### src/rtl/lif_pkg.sv
// Shared constants, FSM encodings and width helpers for the time-multiplexed LIF scheduler.
package lif_pkg;

  localparam logic [1:0] ST_IDLE = 2'd0;
  localparam logic [1:0] ST_RUN  = 2'd1;
  localparam logic [1:0] ST_DONE = 2'd2;

  localparam int LIF_V_0    = 14;
  localparam int LIF_V_REST = 6;
  localparam int LIF_V_LEAK = 1;
  localparam int LIF_K_SYN  = 1;

  // Voltage register width: just enough to hold the threshold.
  function automatic int vw_f(input int v0);
    return $clog2(v0 + 1);
  endfunction

  // Width of the weighted synaptic sum before gain.
  function automatic int aw_f(input int ww, input int s);
    return ww + $clog2(s) + 1;
  endfunction

  // Index width that never collapses to zero bits.
  function automatic int iw_f(input int n);
    return (n > 1) ? $clog2(n) : 1;
  endfunction

endpackage

### src/rtl/lif_update.sv
// Combinational single-neuron leaky integrate-and-fire update.
module lif_update import lif_pkg::*; #(
  parameter int S      = 4,
  parameter int WW     = 4,
  parameter int V_0    = LIF_V_0,
  parameter int V_REST = LIF_V_REST,
  parameter int V_LEAK = LIF_V_LEAK,
  parameter int K_SYN  = LIF_K_SYN
) (
  input  logic [vw_f(V_0)-1:0] v,
  input  logic [S-1:0][WW-1:0] w_row,
  input  logic [S-1:0]         spk,
  input  logic                 frc,
  output logic [vw_f(V_0)-1:0] v_next,
  output logic                 spike
);
  localparam int VW = vw_f(V_0);
  // Headroom so gain, sum and leak never wrap before the compare.
  localparam int XW = aw_f(WW, S) + VW + 2;
  localparam logic signed [XW-1:0] THR  = XW'(V_0);
  localparam logic signed [XW-1:0] GAIN = XW'(K_SYN);
  localparam logic signed [XW-1:0] LEAK = XW'(V_LEAK);

  logic signed [XW-1:0] sum, vs;
  logic                 fire;

  always_comb begin
    sum = '0;
    for (int j = 0; j < S; j++)
      if (spk[j]) sum = sum + $signed(XW'(w_row[j]));
    vs     = $signed(XW'(v)) + GAIN * sum - LEAK;
    fire   = (vs >= THR);
    // Below threshold vs fits in VW bits, so truncation is exact.
    v_next = fire ? VW'(V_REST) : ((vs < 0) ? '0 : VW'(vs));
    spike  = fire | frc;
  end

endmodule

### src/rtl/lif_tm_scheduler.sv
// Time-multiplexed LIF controller: one shared update datapath walks N neurons per timestep.
module lif_tm_scheduler import lif_pkg::*; #(
  parameter int N      = 8,
  parameter int S      = 4,
  parameter int WW     = 4,
  parameter int V_0    = LIF_V_0,
  parameter int V_REST = LIF_V_REST,
  parameter int V_LEAK = LIF_V_LEAK,
  parameter int K_SYN  = LIF_K_SYN
) (
  input  logic                   clk,
  input  logic                   reset,
  input  logic                   step,
  input  logic [S-1:0]           in_spikes,
  input  logic [N-1:0]           force_mask,
  output logic                   busy,
  output logic                   done,
  output logic [N-1:0]           out_spikes,
  input  logic                   cfg_we,
  input  logic [iw_f(N)-1:0]     cfg_nrn,
  input  logic [iw_f(S)-1:0]     cfg_syn,
  input  logic [WW-1:0]          cfg_w,
  output logic                   cfg_ready,
  input  logic [iw_f(N)-1:0]     v_rd_addr,
  output logic [vw_f(V_0)-1:0]   v_rd_data
);
  localparam int VW = vw_f(V_0);
  localparam int IW = iw_f(N);
  localparam int SW = iw_f(S);
  localparam logic [IW:0]   N_L  = (IW+1)'(N);
  localparam logic [SW:0]   S_L  = (SW+1)'(S);
  localparam logic [IW-1:0] LAST = IW'(N - 1);

  logic [1:0]                  state;
  logic [IW-1:0]               idx;
  logic [S-1:0]                spk_q;
  logic [N-1:0]                frc_q, nxt_spk, spk_vec;
  logic [N-1:0][VW-1:0]        v_mem;
  logic [N-1:0][S-1:0][WW-1:0] w_mem;
  logic [VW-1:0]               v_new;
  logic                        spike;

  assign busy      = (state != ST_IDLE);
  assign cfg_ready = ~busy;
  assign v_rd_data = ({1'b0, v_rd_addr} < N_L) ? v_mem[v_rd_addr] : '0;

  lif_update #(
    .S(S), .WW(WW), .V_0(V_0), .V_REST(V_REST), .V_LEAK(V_LEAK), .K_SYN(K_SYN)
  ) u_upd (
    .v      (v_mem[idx]),
    .w_row  (w_mem[idx]),
    .spk    (spk_q),
    .frc    (frc_q[idx]),
    .v_next (v_new),
    .spike  (spike)
  );

  // Spike vector including the neuron being processed this cycle.
  always_comb begin
    spk_vec      = nxt_spk;
    spk_vec[idx] = spike;
  end

  always_ff @(posedge clk) begin
    if (reset) begin
      state      <= ST_IDLE;
      idx        <= '0;
      spk_q      <= '0;
      frc_q      <= '0;
      nxt_spk    <= '0;
      out_spikes <= '0;
      done       <= 1'b0;
      w_mem      <= '0;
      for (int i = 0; i < N; i++) v_mem[i] <= VW'(V_REST);
    end else begin
      done <= 1'b0;
      case (state)
        ST_IDLE: begin
          // Weight write lands at the same edge that accepts step, so the run sees it.
          if (cfg_we && ({1'b0, cfg_nrn} < N_L) && ({1'b0, cfg_syn} < S_L))
            w_mem[cfg_nrn][cfg_syn] <= cfg_w;
          if (step) begin
            state <= ST_RUN;
            spk_q <= in_spikes;
            frc_q <= force_mask;
            idx   <= '0;
          end
        end
        ST_RUN: begin
          v_mem[idx] <= v_new;
          nxt_spk    <= spk_vec;
          if (idx == LAST) begin
            // Publish at the RUN->DONE edge so out_spikes is valid with done.
            state      <= ST_DONE;
            idx        <= '0;
            out_spikes <= spk_vec;
            done       <= 1'b1;
          end else begin
            idx <= idx + 1'b1;
          end
        end
        ST_DONE: state <= ST_IDLE;
        default: state <= ST_IDLE;
      endcase
    end
  end

endmodule

### config.mk
export PLATFORM = sky130hd
export DESIGN_NAME = lif_tm_scheduler
export DESIGN_NICKNAME = d
export VERILOG_FILES = /design/src/rtl/lif_pkg.sv /design/src/rtl/lif_update.sv /design/src/rtl/lif_tm_scheduler.sv
export SDC_FILE = /design/constraint.sdc
export NUM_CORES = 1
export LEC_CHECK = 0
export ABC_AREA = 1
export CELL_PAD_IN_SITES_DETAIL_PLACEMENT = 1
export CELL_PAD_IN_SITES_GLOBAL_PLACEMENT = 1
export CORE_ASPECT_RATIO = 1.5
export CORE_MARGIN = 2
export CORE_UTILIZATION = 44
export DETAILED_ROUTE_END_ITERATION = 6
export PLACE_DENSITY = 0.83
export SLEW_MARGIN = 10
export SYNTH_ARGS = -nofsm -noshare
export SYNTH_HDL_FRONTEND = slang
export SYNTH_SLANG_ARGS = --single-unit
### constraint.sdc
create_clock -name clk -period 6.75 [get_ports clk]
set_input_delay 1.35 -clock clk [delete_from_list [all_inputs] [get_ports clk]]
set_output_delay 1.35 -clock clk [all_outputs]
set_load 0.005 [all_outputs]
# Word level (Yosys, flattened, before mapping)
# Index checks and enable logic that the tools add are counted.
# totals
register_bits,194
input_bits,28
out_inout_bits,15
wordCells,113
# op_classes
add_sub_neg,6
magnitude_cmp,9
n_eq_ne,4
mux,32
n_bitwise,3
reduce_logical,12
# ops
operator,count
$bwmux W128,1
$bmux W16 S3,1
$demux W16 S3,1
$mux W13,3
$bwmux W32,1
$mux W16,2
$mux W4,7
$add A13 B5 Y13,2
$bmux W4 S3,2
$add A5 B13 Y13,1
$ge A13 B5 Y1 const B,1
$lt A13 B1 Y1 const B,1
$sub A13 B2 Y13 const B,1
$demux W4 S3,1
$lt A3 B4 Y1 const B,3
$reduce_and A2 Y1,5
$bwmux W8,1
$demux W4 S2,1
$ge A3 B1 Y1 const B,2
$mux W3,2
$pmux W3 S2,1
$add A4 B4 Y5,1
$mux W2,2
$ne A2 B2 Y1 const B,2
15 further kinds,21

# Depth between registers and ports, before layout
# Gate-level depths: netlist of the first run.
# depth
ltp_word,15
depth_mapped,42
ltp_nobuf,41

# Modules after synthesis
# Synthesis of the first run repeated with hierarchy kept, for this count alone.
# hier_totals
cells_unflattened,1774
area_unflattened_um2,10851.7
# by_module_without_submodules
mod,instances,cells_each,area_per_inst_um2,seq_area_each_um2
lif_tm_scheduler,1,1595,9705.6,3883.7
lif_update,1,179,1146.1,0.0

# Worst setup path after synthesis of the first run
# OpenSTA, ideal clock, no wires.
# synth_path
path_type,register to register
from,register idx[0]
to,register nxt_spk[0]
setup_ps,112
arrival_time_ps,5846
t_required_ps,6638
slack_ps,792
path_stages_with_launch,35
cell_sequence,dfxtp_1 inv_2 buf_6 nand2_1 clkbuf_1 or2_2 o21ai_0 or4_1 inv_1 fa_1 inv_1 o21ai_0 inv_1 fa_1 o21ai_0 ha_1 nand3_1 nand2_1 xnor2_1 nand2_1 o21ai_0 ha_1 inv_1 ha_1 a21oi_1 o21ai_0 xor2_1 nand2_1 a311oi_1 nand3_2 nand2_4 nand2_4 buf_8 o21ai_2 inv_1
# synth_between
elab_chain_cells,14
# synth_rtl
item,line,source
"start, declared",lif_tm_scheduler.sv:35,logic [IW-1:0] idx;
"start signal, assigned",lif_tm_scheduler.sv:99,idx <= idx + 1'b1;
$bmux W16 S3,lif_tm_scheduler.sv:51,".w_row (w_mem[idx]),"
$mux W16 (not written as such),lif_tm_scheduler.sv:51,
$mux W4,lif_update.sv:30,if (spk[j]) sum = sum + $signed(XW'(w_row[j]));
$add A4 B4 Y5,lif_update.sv:30,
$mux W13,lif_update.sv:30,
$add A13 B5 Y13,lif_update.sv:30,
$mux W13,lif_update.sv:30,
$add A13 B5 Y13,lif_update.sv:30,
$mux W13,lif_update.sv:30,
$add A5 B13 Y13,lif_update.sv:31,vs = $signed(XW'(v)) + GAIN * sum - LEAK;
$sub A13 B2 Y13,lif_update.sv:31,
$ge A13 B5 Y1,lif_update.sv:32,fire = (vs >= THR);
$or A1 B1 Y1,lif_update.sv:35,spike = fire | frc;
$bwmux W8 *,lif_tm_scheduler.sv:61,spk_vec[idx] = spike;
"end signal, assigned",lif_tm_scheduler.sv:91,nxt_spk <= spk_vec;
"end, declared",lif_tm_scheduler.sv:37,"logic [N-1:0] frc_q, nxt_spk, spk_vec;"
# Mark *: on every way between the ends. The rest lies on a longest branch, timed or not. The select of a mux whose other input is x is not followed.
# A chain may end at the register's enable or synchronous reset.

# Worst setup path after layout of the first run
# layout_path
from,register idx[0]
to,register nxt_spk[7]
# Same word-level chain as after synthesis.

==> results.yml, run 1 <==
place:
  place_hpwl_mm: 23.67
  place_congestion: 0.8769
  io_buffer_count: 42
cells_and_area:
  syn2layout_area_growth_pct: 13.90
  antenna_cells: 0
  ff_latch_area_mm2: 0.003886
  fill_cells: 2723
  drive_gt1_share_pct: 7.461
  post-route-util_pct: 51.27
  finalNetCount: 1440
  multi_input_comb_area_mm2: 0.004780
synthesis:
  synth_cell_types: 46
  synthMostInstantiatedCell: "nor2_1"
  syn_nets: 1406
  yosysSeqAreaShare_pct: 40.96
  synth_common_cells: "276 x nor2_1, 194 x dfxtp_1, 194 x o21ai_0, 165 x inv_1, 153 x nand2_1"
  yosys.area.top_type_share_pct: 40.96
  synth_top_area_cell: "dfxtp_1"
  syn_area_mm2: 0.009482
  synth-async-reset-ratio_pct: 0
  synth-edff-count: 0
  yosys-top-cells-area: "dfxtp_1 41%, nor2_1 11%, o21ai_0 10%"
  synth_warnings: 0
  syn_area_per_cell_um2: 7.034
  syn_inst: 1348
  yosys_most_used_dff: "dfxtp_1"
  ys_ff_latch: 194
clock_tree:
  cts_tree: "built"
  clk_pin_slew_ns: 0.08
  clockBufferDepth: 2
  hold_buffers: 0
  cts_root_buffer: "clkbuf_16"
  numCtsBuffers: 17
  clkLatencyLatePin_ns: 0.45
  h-tree-depth: 4
  cts_sinks: 194
worst_setup_path:
  arrival_ns: 6.75
  slowest_delay_ns: 0.48
  cp-end-kind: "flop"
  critPathBufInv: 7
  path_common_cell: "nand2_1"
  crit_slowest_cell: "fa_1"
  cp_top_family: "adder cells"
  crit_type: "flop to flop"
  crit_fanout: 16
  start_kind: "flop"
  cp.required_ns: 7.10
detailed_routing:
  detail_route.first_pass.iterations: 5
  ant_nets: 0
  drt_iter0_drc: 514
  wire_per_inst_um: 20.14
  vias: 9458
  drc_errors: 0
  avgViaCountPerCell: 5.691
  routed_wl_mm: 33.48
timing:
  fin_setup_tns_ns: 0
  skew_ns: 0.01323
  fmax_mhz: 156.2
  setup_viol: 0
  finalMaxSlewViolations: 0
  fin_crit_sh_pct: 94.87
  fin_crit_ns: 6.404
  relSlewSlack_pct: 43.20
  hold_viol_final: 0
  timing_worst_slew_pin_value_ns: 0.8520
  rsz0062_at_grt: "false"
global_route:
  global_route.peak_usage_layer: "met2"
  use_met2_pct: 53.74
  grt_max_degree: 96
  use_met3_pct: 4.218
  grt_pass1_wl_mm: 51.52
  grt_usage_pct: 29.94
  grt_pass1_vias: 9613
  use_met1_pct: 32.95
  grt.overflow.total: 0
  grt_antenna_before_repair: 0
floorplan:
  die-area_mm2: 0.02276
  die_height_um: 183.8
  start_util_pct: 45.01
  die_width_um: 123.9
  rows: 65
  pin_count: 43
  core_mm2: 0.02106
power_and_ir_drop:
  power.density_mw_per_mm2: 247.7
  p_seq_share_pct: 44.2
  internal-power_uw: 1837
  power_frac_comb_pct: 17.9
  p_sw_uw: 837.7
  p_leak_uw: 0.004517
  swShare_pct: 31.32
  pwr-share-clk_pct: 37.9
  irDropWorstVdd_mv: 0.1631
worst_hold_path:
  worstHoldPathType: "flop to flop"
flow_run:
  cap_violations: 0
outcome:
  status: "finished clean"
==> flip-flops by register name (all words and copies together) (netlist names) <==
| name | cells |
|---|---|
| done | 1 |
| frc_q | 8 |
| idx | 3 |
| nxt_spk | 8 |
| out_spikes | 8 |
| spk_q | 4 |
| state | 2 |
| v_mem | 32 |
| w_mem | 128 |
==> final timing paths <==
check | start | slack [ns] | cells past startpoint | end
worst max register to register | idx[0] | 0.35 | 34 | nxt_spk[7]
worst min register to register | w_mem[109] | 0.46 | 2 | w_mem[109]
worst min-delay path | w_mem[109] | 0.46 | 2 | w_mem[109]
worst max-delay path | idx[0] | 0.35 | 34 | nxt_spk[7]
==> worst min-delay path, delay by kind of cell, from the launching register on <==
kind	cells	cell delay [ns]
flops	1	0.30
compound gates	1	0.06
buf+inv	1	0.06
==> stage by stage <==
step                      area, um2  worst slack (ns)  power [uW]  std cells  hold slack, ns
final                         10800            0.3463        2674       1662          0.4563
after global routing          10800           0.01485        2779       1662          0.4739
after global placement        10160            0.4060        1631       1629          0.4402
after CTS                     10730           0.06890        2649       1660          0.4597
after floorplan                9482            0.7920        1504       1348          0.4292
after detailed placement      10160            0.1007        1645       1629          0.4486
==> power by group through the flow <==
stage | Combinational [uW] | Sequential [uW] | Clock [uW]
after global routing | 519 | 1180 | 1080
after global placement | 424 | 1210 | 0
after detailed placement | 438 | 1210 | 0
after floorplan | 303 | 1200 | 0
after CTS | 444 | 1180 | 1020
final | 479 | 1180 | 1010
==> cell usage in the layout (no fill, tap or decap), types with 18 or more instances in the layout <==
cell,n
nor2_1,275
dfxtp_1,192
o21ai_0,191
inv_1,164
nand2_1,150
a21oi_1,113
clkdlybuf4s50_1,38
o22ai_1,33
ha_1,26
buf_4,23
a221oi_1,19
nand3_1,18
==> cell families after synthesis <==
group	Yosys count	synth area share, %
AND/OR/NAND/NOR	489	21.17
adder cells (fa/ha/maj)	30	4.276
XOR/XNOR	11	1.016
buffers and inverters	226	9.237
flip-flops	194	40.96
AO/OA/AOI/OAI	396	23.13
multiplexers	2	0.2111
==> per-layer routing <==
metal  up-vias  wire length [um]
met4         0              1883
met2       213             17510
li1       4506                 -
met1      4646             13090
met5         -                 0
met3        93               998
==> area by class of cell <==
type                       count  area share (%)
clock buffer                  19           4.101
clock inverter                12           1.112
inverter                     176           6.129
multi-input combinational    928           44.26
sequential                   194           35.99
tap                          268           3.105
timing repair buffer          65           5.306
==> repair_timing <==
action,CTS,global route
buffers inserted,0,2
resized for setup,1,16
setup endpoints to repair,17,48
gates cloned,0,0
pin swaps,0,1
hold endpoints to repair,0,0
(Power assumes the default switching activity.)
==> inputs of run 2 (changes only) <==
--- a/config.mk
+++ b/config.mk
@@ -9,11 +9,10 @@
 export CELL_PAD_IN_SITES_DETAIL_PLACEMENT = 1
 export CELL_PAD_IN_SITES_GLOBAL_PLACEMENT = 1
 export CORE_ASPECT_RATIO = 1.5
-export CORE_MARGIN = 2
+export CORE_MARGIN = 1
 export CORE_UTILIZATION = 44
 export DETAILED_ROUTE_END_ITERATION = 6
 export PLACE_DENSITY = 0.83
-export SLEW_MARGIN = 10
 export SYNTH_ARGS = -nofsm -noshare
 export SYNTH_HDL_FRONTEND = slang
 export SYNTH_SLANG_ARGS = --single-unit
==> results.yml, run 2 (synthesis results as in run 1) <==
outcome:
  status: "finished clean"
global_route:
  grt_pass1_wl_mm: 53.00
  grt_antenna_before_repair: 0
  grt_max_degree: 127
  grt_usage_pct: 31.51
  grt.overflow.total: 0
  grt_pass1_vias: 9805
worst_setup_path:
  r2r_slack_ns: 0.28
  crit_slowest_cell: "fa_1"
  crit_type: "flop to flop"
  cp_top_family: "adder cells"
  crit_fanout: 16
  cp-end-kind: "flop"
  r2r_cells: 35
  start_kind: "flop"
  arrival_ns: 6.83
  critPathBufInv: 9
  crit_cells: 35
  cp.required_ns: 7.10
  timing.rr.start: "idx[0]"
  slowest_delay_ns: 0.48
  crit_path_start: "idx[0]"
  path_common_cell: "inv_1"
floorplan:
  start_util_pct: 45.01
  die-area_mm2: 0.02215
  core_mm2: 0.02106
  die_width_um: 121.9
  rows: 65
  pin_count: 43
  die_height_um: 181.8
detailed_routing:
  ant_nets: 0
  avgViaCountPerCell: 5.702
  routed_wl_mm: 33.90
  detail_route.first_pass.iterations: 5
  vias: 9477
  drt_iter0_drc: 598
  drc_errors: 0
  wire_per_inst_um: 20.40
timing:
  timing_worst_slew_pin_value_ns: 1.069
  fin_crit_sh_pct: 95.91
  fmax_mhz: 154.5
  setup_ws_ns: 0.2759
  hold_viol_final: 0
  relSlewSlack_pct: 28.72
  setup_viol: 0
  finalMaxSlewViolations: 0
  fin_setup_tns_ns: 0
  skew_ns: 0.01626
  fin_crit_ns: 6.474
cells_and_area:
  largest_reg_flops: 128
  top_register: "w_mem"
  finalNetCount: 1439
  mostFrequentLayoutCell: "nor2_1"
  drive_gt1_share_pct: 7.891
  reg_top3: "w_mem (128), v_mem (32)"
  antenna_cells: 0
  syn2layout_area_growth_pct: 14.90
  final_cell_mix: "273 x nor2_1, 192 x dfxtp_1, 190 x o21ai_0"
power_and_ir_drop:
  pwr-share-clk_pct: 39.7
  irDropWorstVdd_mv: 0.1932
  power_frac_comb_pct: 17.4
  p_seq_share_pct: 43.0
  swShare_pct: 31.73
  power.density_mw_per_mm2: 252.4
  p_sw_uw: 872.5
  p_leak_uw: 0.004546
  internal-power_uw: 1877
clock_tree:
  numCtsBuffers: 17
  h-tree-depth: 4
  clk_pin_slew_ns: 0.08
  clockBufferDepth: 2
  cts_sinks: 194
  cts_tree: "built"
  clkLatencyLatePin_ns: 0.46
  cts_root_buffer: "clkbuf_16"
  hold_buffers: 0
flow_run:
  cap_violations: 0
place:
  io_buffer_count: 42
  place_ws_ns: 0.05525
  place_hpwl_mm: 23.99
  place_congestion: 0.8895
worst_hold_path:
  worstHoldPathType: "flop to flop"
  min_from: "w_mem[88]"
  hold_depth: 2
## run 2: cell type report
cell class	instances	area (um2)
Clock buffer	17	425.4
Clock inverter	15	193.9
Fill cell	2732	10170
Inverter	176	669.4
Multi-Input combinational cell	928	4807
Sequential cell	194	3889
Tap cell	268	335.3
Timing Repair Buffer	64	574.3
## run 2: worst reg2reg max path, delay by kind of cell (launching register included)
family | cells | cell delay, ns
buffers and inverters | 9 | 0.89
XOR/XNOR | 2 | 0.32
adder cells (fa/ha/maj) | 6 | 2.35
AO/OA/AOI/OAI | 6 | 1.02
AND/OR/NAND/NOR | 12 | 1.43
flip-flops | 1 | 0.39
## run 2: metrics by stage
step | hold slack (ns) | total power, uW | cell area, um2 | std cells | utilization, %
after floorplan | 0.4292 | 1504 | 9482 | 1348 | -
after global placement | 0.4403 | 1636 | 10160 | 1628 | 48.23
after detailed placement | 0.4486 | 1647 | 10160 | 1628 | 48.23
after CTS | 0.4601 | 2727 | 10790 | 1660 | 51.20
after global routing | 0.4816 | 2840 | 10890 | 1662 | 51.72
final | 0.4578 | 2749 | 10890 | 1662 | 51.72
## run 2: routing by layer
layer / up-vias / track usage, % / wire length [um]
li1: 4500 / - / -
met1: 4605 / 34.63 / 13140
met2: 255 / 55.68 / 17430
met3: 117 / 4.209 / 1124
met4: 0 / 20.49 / 2203
met5: - / 0 / 0
## run 2: power by group through the flow
| stage | clock network (uW) | logic, uW | registers, uW |
|---|---|---|---|
| 4_1_cts | 1100 | 445 | 1180 |
| 6_report | 1090 | 477 | 1180 |
| 5_1_grt | 1140 | 516 | 1180 |
| 2_1_floorplan | 0 | 303 | 1200 |
| 3_5_place_dp | 0 | 439 | 1210 |
| 3_3_place_gp | 0 | 429 | 1210 |
## run 2: timing repair
item / CTS / global route
buffers inserted: 0 / 2
pin swaps: 0 / 2
resized for setup: 2 / 29
endpoints found under the setup margin: 48 / 48
## run 2: final timing paths
path,to
hold reg to reg,w_mem[88]
hold / removal,w_mem[88]
setup / recovery,nxt_spk[3]
setup reg to reg,nxt_spk[3]
==> inputs of run 3 (changes only) <==
--- a/config.mk
+++ b/config.mk
@@ -10,9 +10,10 @@
 export CELL_PAD_IN_SITES_GLOBAL_PLACEMENT = 1
 export CORE_ASPECT_RATIO = 1.5
 export CORE_MARGIN = 1
-export CORE_UTILIZATION = 44
+export CORE_UTILIZATION = 46
+export CTS_BUF_LIST = sky130_fd_sc_hd__clkbuf_2
 export DETAILED_ROUTE_END_ITERATION = 6
-export PLACE_DENSITY = 0.83
+export PLACE_DENSITY = 0.86
 export SYNTH_ARGS = -nofsm -noshare
 export SYNTH_HDL_FRONTEND = slang
 export SYNTH_SLANG_ARGS = --single-unit
==> results.yml, run 3 (synthesis results as in run 1) <==
place:
  dp.cells: 1628
  place_congestion: 0.8968
  io_buffer_count: 42
  place_hpwl_mm: 24.05
  place_ws_ns: -0.03387
timing:
  timing_worst_slew_pin_value_ns: 0.8727
  fin_setup_tns_ns: 0
  setup_ws_ns: 0.4242
  fin_crit_ns: 6.326
  hold_viol_final: 0
  setup_viol: 0
  skew_ns: 0.05551
  whs_ns: 0.4759
  fmax_mhz: 158.1
  fin_crit_sh_pct: 93.72
  finalMaxSlewViolations: 0
  relSlewSlack_pct: 41.60
global_route:
  grt.overflow.total: 0
  grt_usage_pct: 31.53
  grt_pass1_wl_mm: 51.13
  grt_max_degree: 65
  grt_pass1_vias: 9782
  grt_antenna_before_repair: 1
cells_and_area:
  mostFrequentLayoutCell: "nor2_1"
  final_cell_mix: "275 x nor2_1, 192 x dfxtp_1, 190 x o21ai_0"
  top_register: "w_mem"
  largest_reg_flops: 128
  syn2layout_area_growth_pct: 11.40
  instances_no_fill: 1664
  reg_top3: "w_mem (128), v_mem (32)"
  finalNetCount: 1444
  drive_gt1_share_pct: 7.934
  fill_cells: 2706
detailed_routing:
  vias: 9551
  wl_met2_mm: 17.29
  ant_nets: 0
  met1_length_mm: 12.31
  wire_per_inst_um: 19.84
  drt_iter0_drc: 515
  detail_route.first_pass.iterations: 6
  routed_wl_mm: 33.01
  avgViaCountPerCell: 5.740
  top_layer: "met4"
  drc_errors: 0
  dr_wl_met3_mm: 1.146
power_and_ir_drop:
  pwr-share-clk_pct: 25.9
  power_uw: 2240
  p_sw_uw: 772.9
  internal-power_uw: 1467
  p_leak_uw: 0.004415
  irDropWorstVdd_mv: 0.1190
  swShare_pct: 34.50
  p_seq_share_pct: 53.0
  power_frac_comb_pct: 21.1
  power.density_mw_per_mm2: 212.1
clock_tree:
  clockBufferDepth: 2
  cts_root_buffer: "clkbuf_2"
  h-tree-depth: 4
  hold_buffers: 0
  numCtsBuffers: 17
  cts_sinks: 194
  clk_pin_slew_ns: 0.27
  clkLatencyLatePin_ns: 0.82
  cts_tree: "built"
outcome:
  status: "finished clean"
worst_setup_path:
  crit_slowest_cell: "fa_1"
  path_common_cell: "nand2_1"
  cp-end-kind: "flop"
  cp.required_ns: 7.49
  start_kind: "flop"
  arrival_ns: 7.07
  crit_fanout: 8
  slowest_delay_ns: 0.49
  critPathBufInv: 7
  cp_top_family: "adder cells"
  r2r_slack_ns: 0.42
  crit_type: "flop to flop"
floorplan:
  pin_count: 43
  die_height_um: 177.8
  die-area_mm2: 0.02120
  core_mm2: 0.02034
  die_width_um: 119.2
  start_util_pct: 46.62
  rows: 64
worst_hold_path:
  worstHoldPathType: "flop to flop"
flow_run:
  cap_violations: 0
run 3: changes by cell type in the layout (fill, tap and decap cells not counted), moves of 3 or more:
cell             previous run  this run
buf_2                       3         0
buf_4                      21        25
clkbuf_16                  17         0
clkbuf_2                    0        20
clkdlybuf4s50_1            39        42
nand2_1                   147       151
nand2_2                     9         5
run 3: worst paths after layout:
path | start | end | cells past startpoint
hold / removal | w_mem[66] | w_mem[66] | 2
hold reg to reg | w_mem[66] | w_mem[66] | 2
setup / recovery | idx[1] | v_mem[21] | 36
setup reg to reg | idx[1] | v_mem[21] | 36
run 3: what timing repair did:
action / 4_1_cts / 5_1_grt
gates resized for setup: 3 / 23
endpoints found under the hold margin: 0 / 0
pin swaps: 0 / 1
setup buffers: 0 / 3
endpoints found under the setup margin: 48 / 48
run 3: per-layer routing:
layer  track usage, %  up-vias
li1                 -     4509
met1            32.60     4653
met2            57.68      274
met3            4.434      115
met4            23.21        0
met5                0        -
run 3: metrics by stage:
stage	area (um2)	utilization, %
finish	10560	51.93
detailed placement	10210	50.20
floorplan	9482	-
CTS	10440	51.30
global placement	10210	50.20
global route	10560	51.93
run 3: area by class of cell:
class | instances | area (um2) | area share (%)
Tap cell | 264 | 330.3 | 3.127
Clock buffer | 20 | 100.1 | 0.9476
Clock inverter | 12 | 122.6 | 1.161
Sequential cell | 194 | 3889 | 36.82
Multi-Input combinational cell | 928 | 4815 | 45.58
Antenna cell | 1 | 2.502 | 0.02369
Timing Repair Buffer | 69 | 639.4 | 6.053
Inverter | 176 | 664.4 | 6.290
run 3: tightest hold or removal path, cell delays in order, from the launching register on:
cell     delay (ns)
dfxtp_1        0.36
inv_1          0.06
a21oi_1        0.05
run 3: power groups by stage:
| stage | combinational (uW) | clock [uW] | sequential [uW] |
|---|---|---|---|
| 2_1_floorplan | 303 | 0 | 1200 |
| 6_report | 473 | 580 | 1190 |
| 3_5_place_dp | 435 | 0 | 1210 |
| 4_1_cts | 439 | 588 | 1190 |
| 3_3_place_gp | 418 | 0 | 1210 |
| 5_1_grt | 516 | 636 | 1190 |
